## config.mk

```make
export PLATFORM = sky130hd
export DESIGN_NAME = ni_tx_arbiter
export DESIGN_NICKNAME = d
export VERILOG_FILES = /design/src/rtl/ni_pkg.sv /design/src/rtl/ni_tx_arbiter_rr_pick.sv /design/src/rtl/ni_tx_arbiter.sv
export SDC_FILE = /design/constraint.sdc
export NUM_CORES = 1
export LEC_CHECK = 0
export CAP_MARGIN = 20
export CORE_ASPECT_RATIO = 0.75
export CORE_MARGIN = 10
export CORE_UTILIZATION = 40
export DETAILED_ROUTE_END_ITERATION = 8
export GPL_ROUTABILITY_DRIVEN = 0
export PLACE_DENSITY = 0.92
export SYNTH_ARGS = -nofsm -noshare
export SYNTH_HDL_FRONTEND = slang
export SYNTH_HIERARCHICAL = 1
export SYNTH_SLANG_ARGS = --single-unit
export TNS_END_PERCENT = 1
```

## constraint.sdc

```tcl
create_clock -name clk -period 3.6 [get_ports clk]
set_input_delay 0.54 -clock clk [delete_from_list [all_inputs] [get_ports clk]]
set_output_delay 0.54 -clock clk [all_outputs]
set_load 0.01 [all_outputs]
```

## src/rtl/ni_pkg.sv

```systemverilog
`default_nettype none
// ============================================================================
//  Module      : ni_pkg
//  Description : Shared types and constants for the network interface.
//                Provides the packet length, the flit type, the NI transmit
//                arbiter state encoding and a one-hot to index helper.
//  Revision    : 1.0 - initial release
// ============================================================================
package ni_pkg;

    // Flits per packet: head + bodies + tail.
    localparam int TOTAL_FLITS = 4;

    // Native NoC flit width of the network interface.
    localparam int NI_FLIT_W   = 16;

    // Largest requester count supported by the arbiter and its helpers.
    localparam int MAX_REQ     = 8;

    typedef logic [NI_FLIT_W-1:0] flit_t;

    typedef enum logic {
        ARB_IDLE = 1'b0,
        ARB_LOCK = 1'b1
    } arb_state_e;

    // Index of the set bit of a one-hot vector (zero for an all-zero vector).
    function automatic logic [2:0] onehot_to_idx(input logic [MAX_REQ-1:0] i_vec);
        logic [2:0] w_idx;
        w_idx = '0;
        for (int k = 0; k < MAX_REQ; k++) begin
            if (i_vec[k]) begin
                w_idx = 3'(k);
            end
        end
        return w_idx;
    endfunction

endpackage : ni_pkg
`default_nettype wire

```

## src/rtl/ni_tx_arbiter_rr_pick.sv

```systemverilog
`default_nettype none
// ============================================================================
//  Module      : rr_pick
//  Description : Combinational round-robin selector. Scans the request
//                vector starting one position after the previous winner,
//                wrapping modulo N, and returns the first requester found.
//  Revision    : 1.0 - initial release
//
//  Ports
//    i_req        in  N      request vector
//    i_last_grant in  IW     index of the previous winner (lowest priority)
//    o_grant      out N      one-hot winner (zero when nothing requests)
//    o_any_req    out 1      at least one request present
// ============================================================================
module rr_pick #(
    parameter int N  = 2,
    parameter int IW = (N > 1) ? $clog2(N) : 1
) (
    input  logic [N-1:0]  i_req,
    input  logic [IW-1:0] i_last_grant,
    output logic [N-1:0]  o_grant,
    output logic          o_any_req
);

    logic [IW-1:0] w_idx;
    logic          w_found;

    always_comb begin
        o_grant = '0;
        w_found = 1'b0;
        w_idx   = '0;
        // k runs 1..N so the previous winner is visited last.
        for (int k = 1; k <= N; k++) begin
            w_idx = IW'((int'(i_last_grant) + k) % N);
            if (!w_found && i_req[w_idx]) begin
                o_grant[w_idx] = 1'b1;
                w_found        = 1'b1;
            end
        end
    end

    assign o_any_req = |i_req;

endmodule : rr_pick
`default_nettype wire

```

## src/rtl/ni_tx_arbiter.sv

```systemverilog
`default_nettype none
// ============================================================================
//  Module      : ni_tx_arbiter
//  Description : Packet-level round-robin arbiter sharing the NI output link
//                between NUM_REQ flit sources. A source that wins on its head
//                flit owns the link until its tail flit (PKT_FLITS flits) has
//                transferred. A watchdog aborts a lock whose owner stops
//                presenting flits for TIMEOUT consecutive cycles.
//  Revision    : 1.0 - initial release
//
//  Ports
//    clk          in  1               system clock
//    reset        in  1               asynchronous active-high reset
//    req_valid    in  NUM_REQ         per-source flit valid
//    req_flit     in  NUM_REQ*FLIT_W  per-source flit, source i at [i*FLIT_W +: FLIT_W]
//    req_ready    out NUM_REQ         per-source flit accepted this cycle
//    o_flit       out FLIT_W          flit to NoC
//    valid_out    out 1               o_flit valid
//    ready_in     in  1               NoC can accept a flit
//    grant        out NUM_REQ         one-hot current owner, zero in IDLE
//    busy         out 1               link locked by a source
//    err_timeout  out 1               one-cycle pulse on watchdog abort
// ============================================================================
module ni_tx_arbiter
    import ni_pkg::*;
#(
    parameter int NUM_REQ   = 2,
    parameter int FLIT_W    = 16,
    parameter int PKT_FLITS = TOTAL_FLITS,
    parameter int TIMEOUT   = 64
) (
    input  logic                      clk,
    input  logic                      reset,
    input  logic [NUM_REQ-1:0]        req_valid,
    input  logic [NUM_REQ*FLIT_W-1:0] req_flit,
    output logic [NUM_REQ-1:0]        req_ready,
    output logic [FLIT_W-1:0]         o_flit,
    output logic                      valid_out,
    input  logic                      ready_in,
    output logic [NUM_REQ-1:0]        grant,
    output logic                      busy,
    output logic                      err_timeout
);

    localparam int GW = (NUM_REQ > 1) ? $clog2(NUM_REQ) : 1;
    localparam int CW = $clog2(PKT_FLITS);
    localparam int SW = (TIMEOUT > 0) ? $clog2(TIMEOUT + 1) : 1;

    arb_state_e         r_state,     w_state_nxt;
    logic [NUM_REQ-1:0] r_grant,     w_grant_nxt;
    logic [GW-1:0]      r_gidx,      w_gidx_nxt;
    logic [GW-1:0]      r_last,      w_last_nxt;
    logic [CW-1:0]      r_flit_cnt,  w_flit_cnt_nxt;
    logic [SW-1:0]      r_stall_cnt, w_stall_cnt_nxt;

    logic [NUM_REQ-1:0] w_pick;
    logic [GW-1:0]      w_pick_idx;
    logic               w_any;
    logic               w_busy;
    logic               w_gvalid;
    logic               w_xfer;
    logic               w_tail;
    logic               w_abort;

    // ------------------------------------------------------------------
    // Round-robin selection among the current requesters
    // ------------------------------------------------------------------
    rr_pick #(
        .N  (NUM_REQ),
        .IW (GW)
    ) u_rr_pick (
        .i_req        (req_valid),
        .i_last_grant (r_last),
        .o_grant      (w_pick),
        .o_any_req    (w_any)
    );

    assign w_pick_idx = GW'(onehot_to_idx(MAX_REQ'(w_pick)));

    // ------------------------------------------------------------------
    // Datapath: the output link mirrors the owner's flit source while
    // locked and is silent otherwise.
    // ------------------------------------------------------------------
    assign w_busy   = (r_state == ARB_LOCK);
    assign w_gvalid = req_valid[r_gidx];
    assign w_xfer   = w_busy && w_gvalid && ready_in;
    assign w_tail   = w_xfer && (r_flit_cnt == CW'(PKT_FLITS - 1));

    // Abort fires during the TIMEOUT-th consecutive empty cycle; backpressure
    // with a valid flit present never contributes.
    assign w_abort  = (TIMEOUT > 0) && w_busy && !w_gvalid &&
                      (r_stall_cnt == SW'(TIMEOUT - 1));

    assign o_flit      = w_busy ? req_flit[int'(r_gidx)*FLIT_W +: FLIT_W] : '0;
    assign valid_out   = w_busy && w_gvalid;
    assign req_ready   = w_busy ? (r_grant & {NUM_REQ{ready_in}}) : '0;
    assign grant       = r_grant;
    assign busy        = w_busy;
    assign err_timeout = w_abort;

    // ------------------------------------------------------------------
    // Next-state logic
    // ------------------------------------------------------------------
    always_comb begin
        w_state_nxt     = r_state;
        w_grant_nxt     = r_grant;
        w_gidx_nxt      = r_gidx;
        w_last_nxt      = r_last;
        w_flit_cnt_nxt  = r_flit_cnt;
        w_stall_cnt_nxt = r_stall_cnt;

        case (r_state)
            ARB_IDLE: begin
                w_flit_cnt_nxt  = '0;
                w_stall_cnt_nxt = '0;
                if (w_any) begin
                    w_grant_nxt = w_pick;
                    w_gidx_nxt  = w_pick_idx;
                    w_state_nxt = ARB_LOCK;
                end
            end

            ARB_LOCK: begin
                if (w_tail) begin
                    w_flit_cnt_nxt = '0;
                    w_last_nxt     = r_gidx;
                    w_grant_nxt    = '0;
                    w_state_nxt    = ARB_IDLE;
                end else if (w_xfer) begin
                    w_flit_cnt_nxt = r_flit_cnt + CW'(1);
                end

                if (w_gvalid) begin
                    w_stall_cnt_nxt = '0;
                end else if (w_abort) begin
                    w_stall_cnt_nxt = '0;
                    w_flit_cnt_nxt  = '0;
                    w_last_nxt      = r_gidx;
                    w_grant_nxt     = '0;
                    w_state_nxt     = ARB_IDLE;
                end else if (TIMEOUT > 0) begin
                    w_stall_cnt_nxt = r_stall_cnt + SW'(1);
                end
            end

            default: begin
                w_state_nxt = ARB_IDLE;
                w_grant_nxt = '0;
            end
        endcase
    end

    // ------------------------------------------------------------------
    // State registers. last_grant resets to the top index so source 0
    // has first priority; an interrupted packet is simply dropped.
    // ------------------------------------------------------------------
    always_ff @(posedge clk or posedge reset) begin
        if (reset) begin
            r_state     <= ARB_IDLE;
            r_grant     <= '0;
            r_gidx      <= '0;
            r_last      <= GW'(NUM_REQ - 1);
            r_flit_cnt  <= '0;
            r_stall_cnt <= '0;
        end else begin
            r_state     <= w_state_nxt;
            r_grant     <= w_grant_nxt;
            r_gidx      <= w_gidx_nxt;
            r_last      <= w_last_nxt;
            r_flit_cnt  <= w_flit_cnt_nxt;
            r_stall_cnt <= w_stall_cnt_nxt;
        end
    end

endmodule : ni_tx_arbiter
`default_nettype wire

```

Yosys cells after proc, flatten, opt, wreduce, memory -nomap -nowiden

Index checks and enable logic that the tools add are counted.

Bits in registers: 14
Logic and storage cells: 71
Output and inout bits: 23

Bitwise operators: 3
Multiplexer cells: 37
Reductions and logical operators: 12
Equal/unequal tests: 3
Magnitude comparators: 5
Shift-type cells: 1
Add/sub/neg operators: 4

Operators with widths:

| cell                | number |
|---|---|
| $shiftx 32x6->16    | 1 |
| $mux 2              | 11 |
| $mux 1              | 17 |
| $mux 16             | 1 |
| $mux 7              | 2 |
| $pmux 7 s2          | 1 |
| $logic_and 1x1->1   | 8 |
| $pmux 2 s2          | 2 |
| $add 7x1->7 const B | 1 |
| $eq 7x6->1 const B  | 1 |
| $lt 1x2->1 const B  | 3 |
| $add 1x1->1 const B | 2 |
| $add 2x1->2 const B | 1 |
| $and 2x2->2         | 1 |
| $demux 1 s1         | 2 |
| $eq 2x2->1 const B  | 1 |
| $ge 1x1->1 const B  | 2 |
| $logic_not 1->1     | 2 |
| $ne 2x1->1 const B  | 1 |
| $or 2x2->2          | 1 |
| $pmux 1 s2          | 1 |
| $reduce_and 2->1    | 1 |
| $reduce_or 2->1     | 1 |
| $not 1->1           | 1 |

Depth between registers and ports, before layout

Gate-level depths: netlist (run 1).

Depth in word-level cells: 10
Mapped depth: 5
Gate-level depth less buffers: 5

Cells and area by module

The synthesis (run 1) kept the hierarchy.

Modules (own cells, without submodules):

| module        | area each (um^2) | times used | cells an instance | seq. area each (um^2) |
|---|---|---|---|---|
| ni_tx_arbiter | 989.7            | 1          | 103               | 351.6 |
| rr_pick       | 25.0             | 1          | 4                 | 0.0 |

Worst setup path before layout (run 1)

Ideal clock, no wire load.

Path kind: register -> output
From: register r_stall_cnt[0]
To: output port err_timeout
Slack: 1.909 ns
Arrival time: 1.151 ns
Buffers on the path: 0
Stages on the path, launching flop included: 5
Path through: dfrtp_1 > ha_1 > nand3_2 > nor3_4 > nor2b_2

Cells in the longest elaborated chain, start to end: 2

Ends and longest elaborated chain:

| what                   | RTL line             | RTL |
|---|---|---|
| from (decl)            | ni_tx_arbiter.sv:54  | `logic [SW-1:0] r_stall_cnt, w_stall_cnt_nxt;` |
| from (signal assigned) | ni_tx_arbiter.sv:171 | `r_stall_cnt <= w_stall_cnt_nxt;` |
| $eq 7x6->1             | ni_tx_arbiter.sv:92  | `(r_stall_cnt == SW'(TIMEOUT - 1));` |
| $logic_and 1x1->1      | ni_tx_arbiter.sv:91  | `assign w_abort = (TIMEOUT > 0) && w_busy && !w_gvalid &&` |
| to (decl)              | ni_tx_arbiter.sv:42  | `output logic err_timeout` |

No other way between the ends.

Worst setup path after layout (run 1)

From: input port req_valid[1]
To: output port err_timeout

Cells in the longest elaborated chain, start to end: 5

Ends and longest elaborated chain:

| what                                       | RTL line            | RTL |
|---|---|---|
| from (decl)                                | ni_tx_arbiter.sv:34 | `input logic [NUM_REQ-1:0] req_valid,` |
| $mux 1 (implied by the code) (2 in series) | ni_tx_arbiter.sv:85 | `assign w_gvalid = req_valid[r_gidx];` |
| $logic_not 1->1                            | ni_tx_arbiter.sv:91 |  |
| $logic_and 1x1->1 (2 in series)            | ni_tx_arbiter.sv:91 |  |

No other way between the ends. The select of a mux whose other input is x is not followed.

==> flow_metrics.env, run 1 <==
export IMPL_maxSlewHeadroom=0.4494
export IMPL_status="finished, final reports clean"
export IMPL_grt_total_usage=0.1251
export IMPL_die_height_um=63.62
export IMPL_cp_required_ns=3.06
export IMPL_cts_sinks=14
export IMPL_cts_buffers=3
export IMPL_vias=1016
export IMPL_clk_path_buf_depth=2
export IMPL_cp_max_fo=11
export IMPL_crit_type="in -> out"
export IMPL_yosysTopAreaCellShare=0.3206
export IMPL_crit_path_frequent_cell="clkdlybuf4s50_1"
export IMPL_finalNetCount=206
export IMPL_antenna_found_initial=0
export IMPL_grt_pass1_vias=1079
export IMPL_htree_levels=1
export IMPL_rows=15
export IMPL_ir_worst_vdd_v=0.0003506
export IMPL_crit_chain="clkdlybuf4s50_1, mux2i_1, buf_4, nand2_1, nor2b_2, clkdlybuf4s50_1"
export IMPL_ys_ff_latch=14
export IMPL_nFillCells=202
export IMPL_synth_edf_count=0
export IMPL_routedWlPerCell_um=15.97
export IMPL_ys_seq_area_frac=0.3465
export IMPL_clock_skew_ns=0.001712
export IMPL_hold_path_class="reg -> reg"
export IMPL_final_hold_violation_count=0
export IMPL_drcViolationCount=0
export IMPL_max_stage_delay_ns=0.56
export IMPL_arrival_ns=2.32
export IMPL_yosys_warnings=6
export IMPL_syn_area_um2=1015
export IMPL_synth_top_family_by_area="simple AND/OR/NAND/NOR gates"
export IMPL_synthArstFlopShare=1.000
export IMPL_die_area_um2=4973
export IMPL_portBuffers=59
export IMPL_post_cts_buffers=0
export IMPL_fin_crit_sh=0.7937
export IMPL_clockRootBuffer="clkbuf_4"
export IMPL_start_util=0.4291
export IMPL_syn2layout_area_growth_pct=64.49
export IMPL_grt_ovfl_total=0
export IMPL_synth_ff_type="dfrtp_1"
export IMPL_synth_nets=146
export IMPL_power_density_nw_per_um2=643.8
export IMPL_ant_nets=0
export IMPL_period_minus_slack_ns=2.857
export IMPL_pin_count=60
export IMPL_drt_iter0_markers=44
export IMPL_cts_tree="done"
export IMPL_fin_setup_tns_ns=0
export IMPL_routed_wl_mm=3.194
export IMPL_worst_slew_pin_slew_ns=0.8258
export IMPL_switching_share=0.3725
export IMPL_multiInputGateArea_um2=625.6
export IMPL_cts_hold_buffers=0
export IMPL_die_w_um=78.16
export IMPL_placed_cell_area_um2=1633
export IMPL_slowest_stage="clkdlybuf4s50_1"
export IMPL_diodes=0
export IMPL_core_area_um2=2365
export IMPL_synth_avg_cell_area_um2=9.483
export IMPL_synth_area_leaders="dfrtp_1 32%, mux2i_1 19%, nor2b_1 11%"
export IMPL_syn_inst=107
export IMPL_final_cell_area_um2=1669
export IMPL_fmax_mhz=350.0
export IMPL_synth_top_cell_by_area="dfrtp_1"
export IMPL_cts_resized=0
export IMPL_ys_types=33
export IMPL_hpwl_mm=2.615
export IMPL_insertion_delay_ns=0.28
export IMPL_drv_slew=0
export IMPL_synth_xor_xnor_area_share=0.03453
export IMPL_grt_max_degree=34
export IMPL_leakagePower_nw=0.7296
export IMPL_power_frac_comb=0.634
export IMPL_rsz0062_at_grt="false"
export IMPL_clk_pin_slew_ns=0.08
export IMPL_finalPower_mw=1.075
export IMPL_seqCellArea_um2=351.6
export IMPL_holdWs_ns=0.4736
export IMPL_critPathLaunchType="input port"
export IMPL_yosys_area_share_adder=0.02466
export IMPL_endpoint_kind="output pin"
export IMPL_setup_violations=0
export IMPL_clock_power_share=0.104
export IMPL_p_seq_frac=0.262
export IMPL_synth_compound_area_frac=0.08878
export IMPL_maxCapViolations=0
export IMPL_drive_above_1_share=0.07831
export IMPL_netSwitchingPower_uw=400.3
export IMPL_yosys_mux_area_fraction=0.1985
export IMPL_internal_power_uw=674.3
export IMPL_vias_per_cell=5.080
export IMPL_first_pass_iters=4
export IMPL_synth_simple_gate_area_share=0.2700
export IMPL_grt_pass1_wl_mm=5.188
cell usage after synthesis, drive strengths merged, types with 3 or more instances:
library cell  instances
and3                  4
buf                   4
dfrtp                13
mux2i                19
nand2                 6
nand3                 3
nor2                  7
nor2b                19
nor3                  4
final timing paths:
check                               startpoint             end  slack, ns  cells after the start
min in group asynchronous                reset        grant[1]       0.59                      2
worst max register to register            busy          r_last       1.92                      4
worst min-delay path            r_stall_cnt[0]  r_stall_cnt[0]       0.47                      1
worst max-delay path              req_valid[1]     err_timeout       0.74                      6
worst min register to register  r_stall_cnt[0]  r_stall_cnt[0]       0.47                      1
max in group asynchronous                reset          r_last       2.65                      2
critical path, delay by kind of cell:
family	cells	cell delay [ns]
buffers and inverters	3	1.23
and+or+nand+nor	2	0.38
muxes	1	0.17
flip-flops by register name, summed over array words and instances, names as in the netlist:
name         count
r_flit_cnt       2
grant            2
r_gidx           1
busy             1
r_last           1
r_stall_cnt      7
cell usage in the layout, fill, tap and decap left out, types with 2 or more instances in the layout:
cell             synthesis  final
clkdlybuf4s50_1          0     59
mux2i_1                 19     19
nor2b_1                 18     18
dfrtp_1                 13     13
nor2_1                   7      7
nand2_1                  6      6
and3_1                   4      4
nor3_1                   3      3
clkbuf_4                 0      3
a41o_1                   2      2
nand3_1                  2      2
xor2_1                   2      2
xnor2_1                  2      2
inv_1                    2      2
a31o_2                   2      2
ha_1                     2      2
buf_4                    1      2
a21boi_1                 2      2
cell type report:
cell class              instances  area share
clock buffers                   4     0.02174
inverters                       2    0.004498
multi-input cells              85      0.3748
well taps                      34     0.02549
repair buffers                 61      0.3628
flip-flops and latches         14      0.2106
power by group through the flow:
stage	combinational (mW)	sequential, mW	clock [mW]
6_report	0.681	0.282	0.112
5_1_grt	0.739	0.293	0.124
4_1_cts	0.691	0.280	0.115
3_5_place_dp	0.686	0.284	0
3_3_place_gp	0.672	0.279	0
2_1_floorplan	0.384	0.251	0
cells by family (layout without fill, tap and decap cells):
group	after synthesis	in the layout
simple gates	47	47
buf+inv	8	67
mux	20	20
xor+xnor	4	4
compound gates	12	12
fa+ha+maj	2	2
flops	14	14
layer usage:
| layer | routed length, µm | GRT usage | share of wire | up-vias |
|---|---|---|---|---|
| li1 | - | - | - | 493 |
| met1 | 1229 | 0.1290 | 0.38 | 491 |
| met2 | 1721 | 0.2336 | 0.54 | 28 |
| met3 | 215 | 0.04674 | 0.067 | 4 |
| met4 | 28 | 0.02679 | 0.0088 | 0 |
| met5 | 0 | 0 | 0 | - |
through the flow:
| stage | utilization | setup slack, ns | cells |
|---|---|---|---|
| floorplan | - | 1.909 | 107 |
| global placement | 0.6905 | 0.7962 | 196 |
| detailed placement | 0.6905 | 0.7396 | 196 |
| CTS | 0.7058 | 0.7373 | 200 |
| global route | 0.7058 | 0.5752 | 200 |
| finish | 0.7058 | 0.7428 | 200 |
(Power assumes the default switching activity.)
==> run 2, diff against run 1 <==
Settings changed: CORE_UTILIZATION 40 to 34, PLACE_DENSITY 0.92 to 0.84.
Clock period 3.6 ns to 2.3 ns, I/O delays scaled along.
==> flow_metrics.env, run 2 (same netlist as run 1, synthesis figures left out) <==
export IMPL_power_frac_comb=0.639
export IMPL_drv_slew=0
export IMPL_final_common_cell="clkdlybuf4s50_1"
export IMPL_portBuffers=59
export IMPL_diodes=0
export IMPL_hold_path_class="in -> async"
export IMPL_drive_above_1_share=0.1000
export IMPL_cts_buffers=3
export IMPL_status="finished, final reports clean"
export IMPL_ant_nets=0
export IMPL_grt_max_degree=24
export IMPL_die_w_um=83.08
export IMPL_top_register="r_stall_cnt"
export IMPL_insertion_delay_ns=0.25
export IMPL_final_hold_violation_count=0
export IMPL_grt_total_usage=0.1283
export IMPL_maxCapViolations=0
export IMPL_grt_pass1_vias=1094
export IMPL_arrival_ns=1.84
export IMPL_cts_sinks=14
export IMPL_critPathLaunchType="input port"
export IMPL_power_density_nw_per_um2=1030
export IMPL_rsz0062_at_grt="false"
export IMPL_clk_pin_slew_ns=0.05
export IMPL_fin_util=0.5943
export IMPL_cp_max_fo=10
export IMPL_ir_worst_vdd_v=0.0005419
export IMPL_routed_wl_mm=3.659
export IMPL_rows=17
export IMPL_pin_count=60
export IMPL_fin_crit_sh=0.9499
export IMPL_vias=1026
export IMPL_netSwitchingPower_uw=657.6
export IMPL_fmax_mhz=457.7
export IMPL_largest_reg_flops=7
export IMPL_fin_setup_tns_ns=0
export IMPL_clockRootBuffer="clkbuf_8"
export IMPL_maxSlewHeadroom=0.6471
export IMPL_grt_ovfl_total=0
export IMPL_first_pass_iters=4
export IMPL_reg2reg_setup_slack_ns=0.73
export IMPL_syn2layout_area_growth_pct=69.42
export IMPL_crit_type="in -> out"
export IMPL_clk_path_buf_depth=2
export IMPL_drt_iter0_markers=61
export IMPL_leakagePower_nw=0.7776
export IMPL_clock_power_share=0.117
export IMPL_switching_share=0.3714
export IMPL_vias_per_cell=4.933
export IMPL_routedWlPerCell_um=17.59
export IMPL_cts_tree="done"
export IMPL_grt_pass1_wl_mm=5.830
export IMPL_period_minus_slack_ns=2.185
export IMPL_die_area_um2=5592
export IMPL_internal_power_mw=1.113
export IMPL_clock_skew_ns=0.0008519
export IMPL_htree_levels=1
export IMPL_final_cell_mix="57 x clkdlybuf4s50_1, 19 x mux2i_1, 18 x nor2b_1"
export IMPL_p_seq_frac=0.244
export IMPL_cp_required_ns=1.96
export IMPL_die_height_um=67.31
export IMPL_drcViolationCount=0
export IMPL_setup_violations=0
export IMPL_endpoint_kind="output pin"
export IMPL_core_area_um2=2893
export IMPL_worst_slew_pin_slew_ns=0.5288
export IMPL_start_util=0.3508
export IMPL_finalNetCount=210
export IMPL_hpwl_mm=2.949
export IMPL_antenna_found_initial=0
==> run 2: cell types whose count changed in the layout (fill, tap and decap cells not counted), sizes merged <==
| cell | delta |
|---|---|
| dlymetal6s2s | +2 |
| clkdlybuf4s50 | -2 |
| buf | +4 |
==> run 2: power groups by stage <==
stage	combinational (mW)	clock (mW)	sequential, mW
6_report	1.13	0.207	0.432
5_1_grt	1.22	0.223	0.445
4_1_cts	1.14	0.211	0.430
3_5_place_dp	1.14	0	0.433
3_3_place_gp	1.10	0	0.421
2_1_floorplan	0.601	0	0.393
==> run 2: layout make-up <==
cell class	instances	area, µm²
fillers	263	1174
repair buffers	65	640.6
multi-input cells	85	625.6
flip-flops and latches	14	352.8
well taps	38	47.55
clock buffers	4	45.04
inverters	2	7.507
==> run 2: what timing repair did <==
item / in CTS / in global routing
gates resized for setup: 1 / 2
endpoints found under the setup margin: 1 / 2
setup buffers: 0 / 0
endpoints found under the hold margin: 0 / 0
hold buffers: 0 / 0
==> run 2: critical path: stages <==
cell and delay [ns]:
clkdlybuf4s50_1 0.53, mux2i_1 0.13, buf_4 0.19, nor2b_1 0.11, clkdlybuf4s50_1 0.54
==> run 2: worst paths after layout <==
kind,startpoint,end,cells past startpoint
max in group asynchronous,reset,busy,2
min in group clk,r_stall_cnt[0],r_stall_cnt[0],1
worst max-delay path,req_valid[0],valid_out,5
worst min register to register,r_stall_cnt[0],r_stall_cnt[0],1
worst max register to register,r_stall_cnt[0],r_last,6
worst min-delay path,reset,r_stall_cnt[6],2
==> run 2: per-stage QoR <==
step | hold WS (ns) | instances | instance area, µm² | setup WS (ns) | power (mW)
3_5_place_dp | 0.4698 | 204 | 1668 | 0.03063 | 1.569
4_1_cts | 0.4570 | 208 | 1714 | 0.03370 | 1.783
3_3_place_gp | 0.4447 | 204 | 1668 | 0.1571 | 1.517
6_report | 0.4397 | 208 | 1719 | 0.1152 | 1.770
2_1_floorplan | 0.2335 | 107 | 1015 | 0.8044 | 0.9941
5_1_grt | 0.4758 | 208 | 1719 | 0.02666 | 1.885
==> run 2: routing by layer <==
metal | vias up | track usage | part of all wire | wire (µm)
met5 | - | 0 | 0 | 0
met4 | 0 | 0.03814 | 0.015 | 55
met3 | 7 | 0.03726 | 0.055 | 200
met2 | 37 | 0.2308 | 0.51 | 1860
met1 | 484 | 0.1470 | 0.42 | 1543
li1 | 498 | - | - | -
==> run 3, diff against run 2 <==
Settings changed: CORE_ASPECT_RATIO 0.75 to unset.
==> flow_metrics.env, run 3 (same netlist as run 1, synthesis figures left out) <==
export IMPL_grt_total_usage=0.1287
export IMPL_cts_tree="done"
export IMPL_seqCellArea_um2=352.8
export IMPL_grt_max_degree=18
export IMPL_portBuffers=59
export IMPL_largest_reg_flops=7
export IMPL_routedWlPerCell_um=17.04
export IMPL_clock_power_share=0.101
export IMPL_syn2layout_area_growth_pct=68.56
export IMPL_status="finished, final reports clean"
export IMPL_final_cell_mix="58 x clkdlybuf4s50_1, 19 x mux2i_1, 18 x nor2b_1"
export IMPL_multiInputGateArea_um2=625.6
export IMPL_drcViolationCount=0
export IMPL_grt_pass1_vias=1064
export IMPL_finalNetCount=212
export IMPL_power_frac_comb=0.656
export IMPL_reg2reg_from="r_stall_cnt[0]"
export IMPL_maxCapViolations=0
export IMPL_rsz0062_at_grt="false"
export IMPL_switching_share=0.3681
export IMPL_vias=1018
export IMPL_setup_violations=0
export IMPL_first_pass_iters=3
export IMPL_pin_count=60
export IMPL_drive_above_1_share=0.1163
export IMPL_diodes=0
export IMPL_hold_path_class="in -> async"
export IMPL_critPathLaunchType="input port"
export IMPL_leakagePower_nw=0.7624
export IMPL_final_hold_violation_count=0
export IMPL_fmax_mhz=469.7
export IMPL_hpwl_mm=2.965
export IMPL_drt_iter0_markers=39
export IMPL_die_w_um=74.63
export IMPL_maxSlewHeadroom=0.6640
export IMPL_arrival_ns=1.78
export IMPL_cts_sinks=14
export IMPL_grt_pass1_wl_mm=5.416
export IMPL_ant_nets=0
export IMPL_p_seq_frac=0.243
export IMPL_drv_slew=0
export IMPL_clk_path_buf_depth=2
export IMPL_rows=19
export IMPL_fin_crit_sh=0.9257
export IMPL_internal_power_mw=1.095
export IMPL_netSwitchingPower_uw=637.9
export IMPL_core_area_um2=2805
export IMPL_endpoint_kind="output pin"
export IMPL_fin_setup_tns_ns=0
export IMPL_start_util=0.3617
export IMPL_routed_wl_mm=3.460
export IMPL_nFillCells=237
export IMPL_holdWs_ns=0.3800
export IMPL_vias_per_cell=5.015
export IMPL_worst_slew_pin_slew_ns=0.5034
export IMPL_cts_buffers=3
export IMPL_post_cts_buffers=0
export IMPL_insertion_delay_ns=0.28
export IMPL_cp_required_ns=1.96
export IMPL_clk_pin_slew_ns=0.08
export IMPL_die_height_um=74.63
export IMPL_grt_ovfl_total=0
export IMPL_period_minus_slack_ns=2.129
export IMPL_crit_type="in -> out"
export IMPL_top_register="r_stall_cnt"
export IMPL_ir_worst_vdd_v=0.0006468
export IMPL_startpoint="req_valid[0]"
export IMPL_antenna_found_initial=0
export IMPL_cts_hold_buffers=0
export IMPL_final_common_cell="clkdlybuf4s50_1"
export IMPL_clock_skew_ns=0.006784
export IMPL_die_area_um2=5570
export IMPL_clockRootBuffer="clkbuf_4"
export IMPL_power_density_nw_per_um2=1013
export IMPL_cp_max_fo=10
export IMPL_htree_levels=1
-- run 3: cell types whose count changed in the layout (fill, tap and decap cells not counted), sizes merged --
| cell | previous run | this run |
|---|---|---|
| buf | 6 | 8 |
| dlygate4sd2 | 0 | 1 |
| dlymetal6s2s | 2 | 0 |
| clkdlybuf4s50 | 57 | 58 |
-- run 3: cell type report --
| class | instances | area share |
|---|---|---|
| timing repair buffer | 67 | 0.3797 |
| sequential | 14 | 0.2063 |
| tap | 31 | 0.02268 |
| inverter | 2 | 0.004389 |
| clock buffer | 4 | 0.02121 |
| multi-input combinational | 85 | 0.3658 |
-- run 3: timing repair --
item                                   CTS  global route
endpoints found under the hold margin    0             0
setup endpoints to repair                1            17
gates cloned                             0             0
gates resized for setup                  1             1
-- run 3: stage by stage --
stage               power [mW]  cell area (µm²)  setup slack, ns    util  instances
floorplan               0.9941             1015           0.8044       -        107
global placement         1.540             1674           0.1760  0.5968        199
detailed placement       1.571             1674           0.1227  0.5968        199
CTS                      1.754             1709          0.05570  0.6093        203
global route             1.846             1710           0.1102  0.6097        203
finish                   1.733             1710           0.1710  0.6097        203
-- run 3: path summary, 6_finish.rpt --
check,endpoint,cells after the start,slack [ns]
worst min-delay path,r_stall_cnt[1],2,0.38
min in group clk,r_stall_cnt[0],1,0.46
worst max-delay path,valid_out,5,0.17
max in group asynchronous,busy,2,1.55
worst max register to register,grant[0],6,0.73
worst min register to register,r_stall_cnt[0],1,0.46
-- run 3: per-layer routing --
metal | up-vias | wire length (µm) | part of all wire | track usage
li1 | 503 | - | - | -
met2 | 11 | 2172 | 0.63 | 0.2728
met3 | 5 | 117 | 0.034 | 0.04074
met5 | - | 0 | 0 | 0
met4 | 0 | 36 | 0.010 | 0.02101
met1 | 499 | 1135 | 0.33 | 0.1149
-- run 3: power by group through the flow --
stage          Clock, mW  Sequential, mW  Combinational [mW]
2_1_floorplan          0           0.393               0.601
3_3_place_gp           0           0.416                1.12
3_5_place_dp           0           0.421                1.15
4_1_cts            0.180           0.418                1.16
5_1_grt            0.191           0.435                1.22
6_report           0.176           0.421                1.14
-- run 3: critical path, stage by stage --
cell and delay, ns:
clkdlybuf4s50_1 0.51, mux2i_1 0.10, buf_4 0.18, nor2b_1 0.10, clkdlybuf4s50_1 0.55
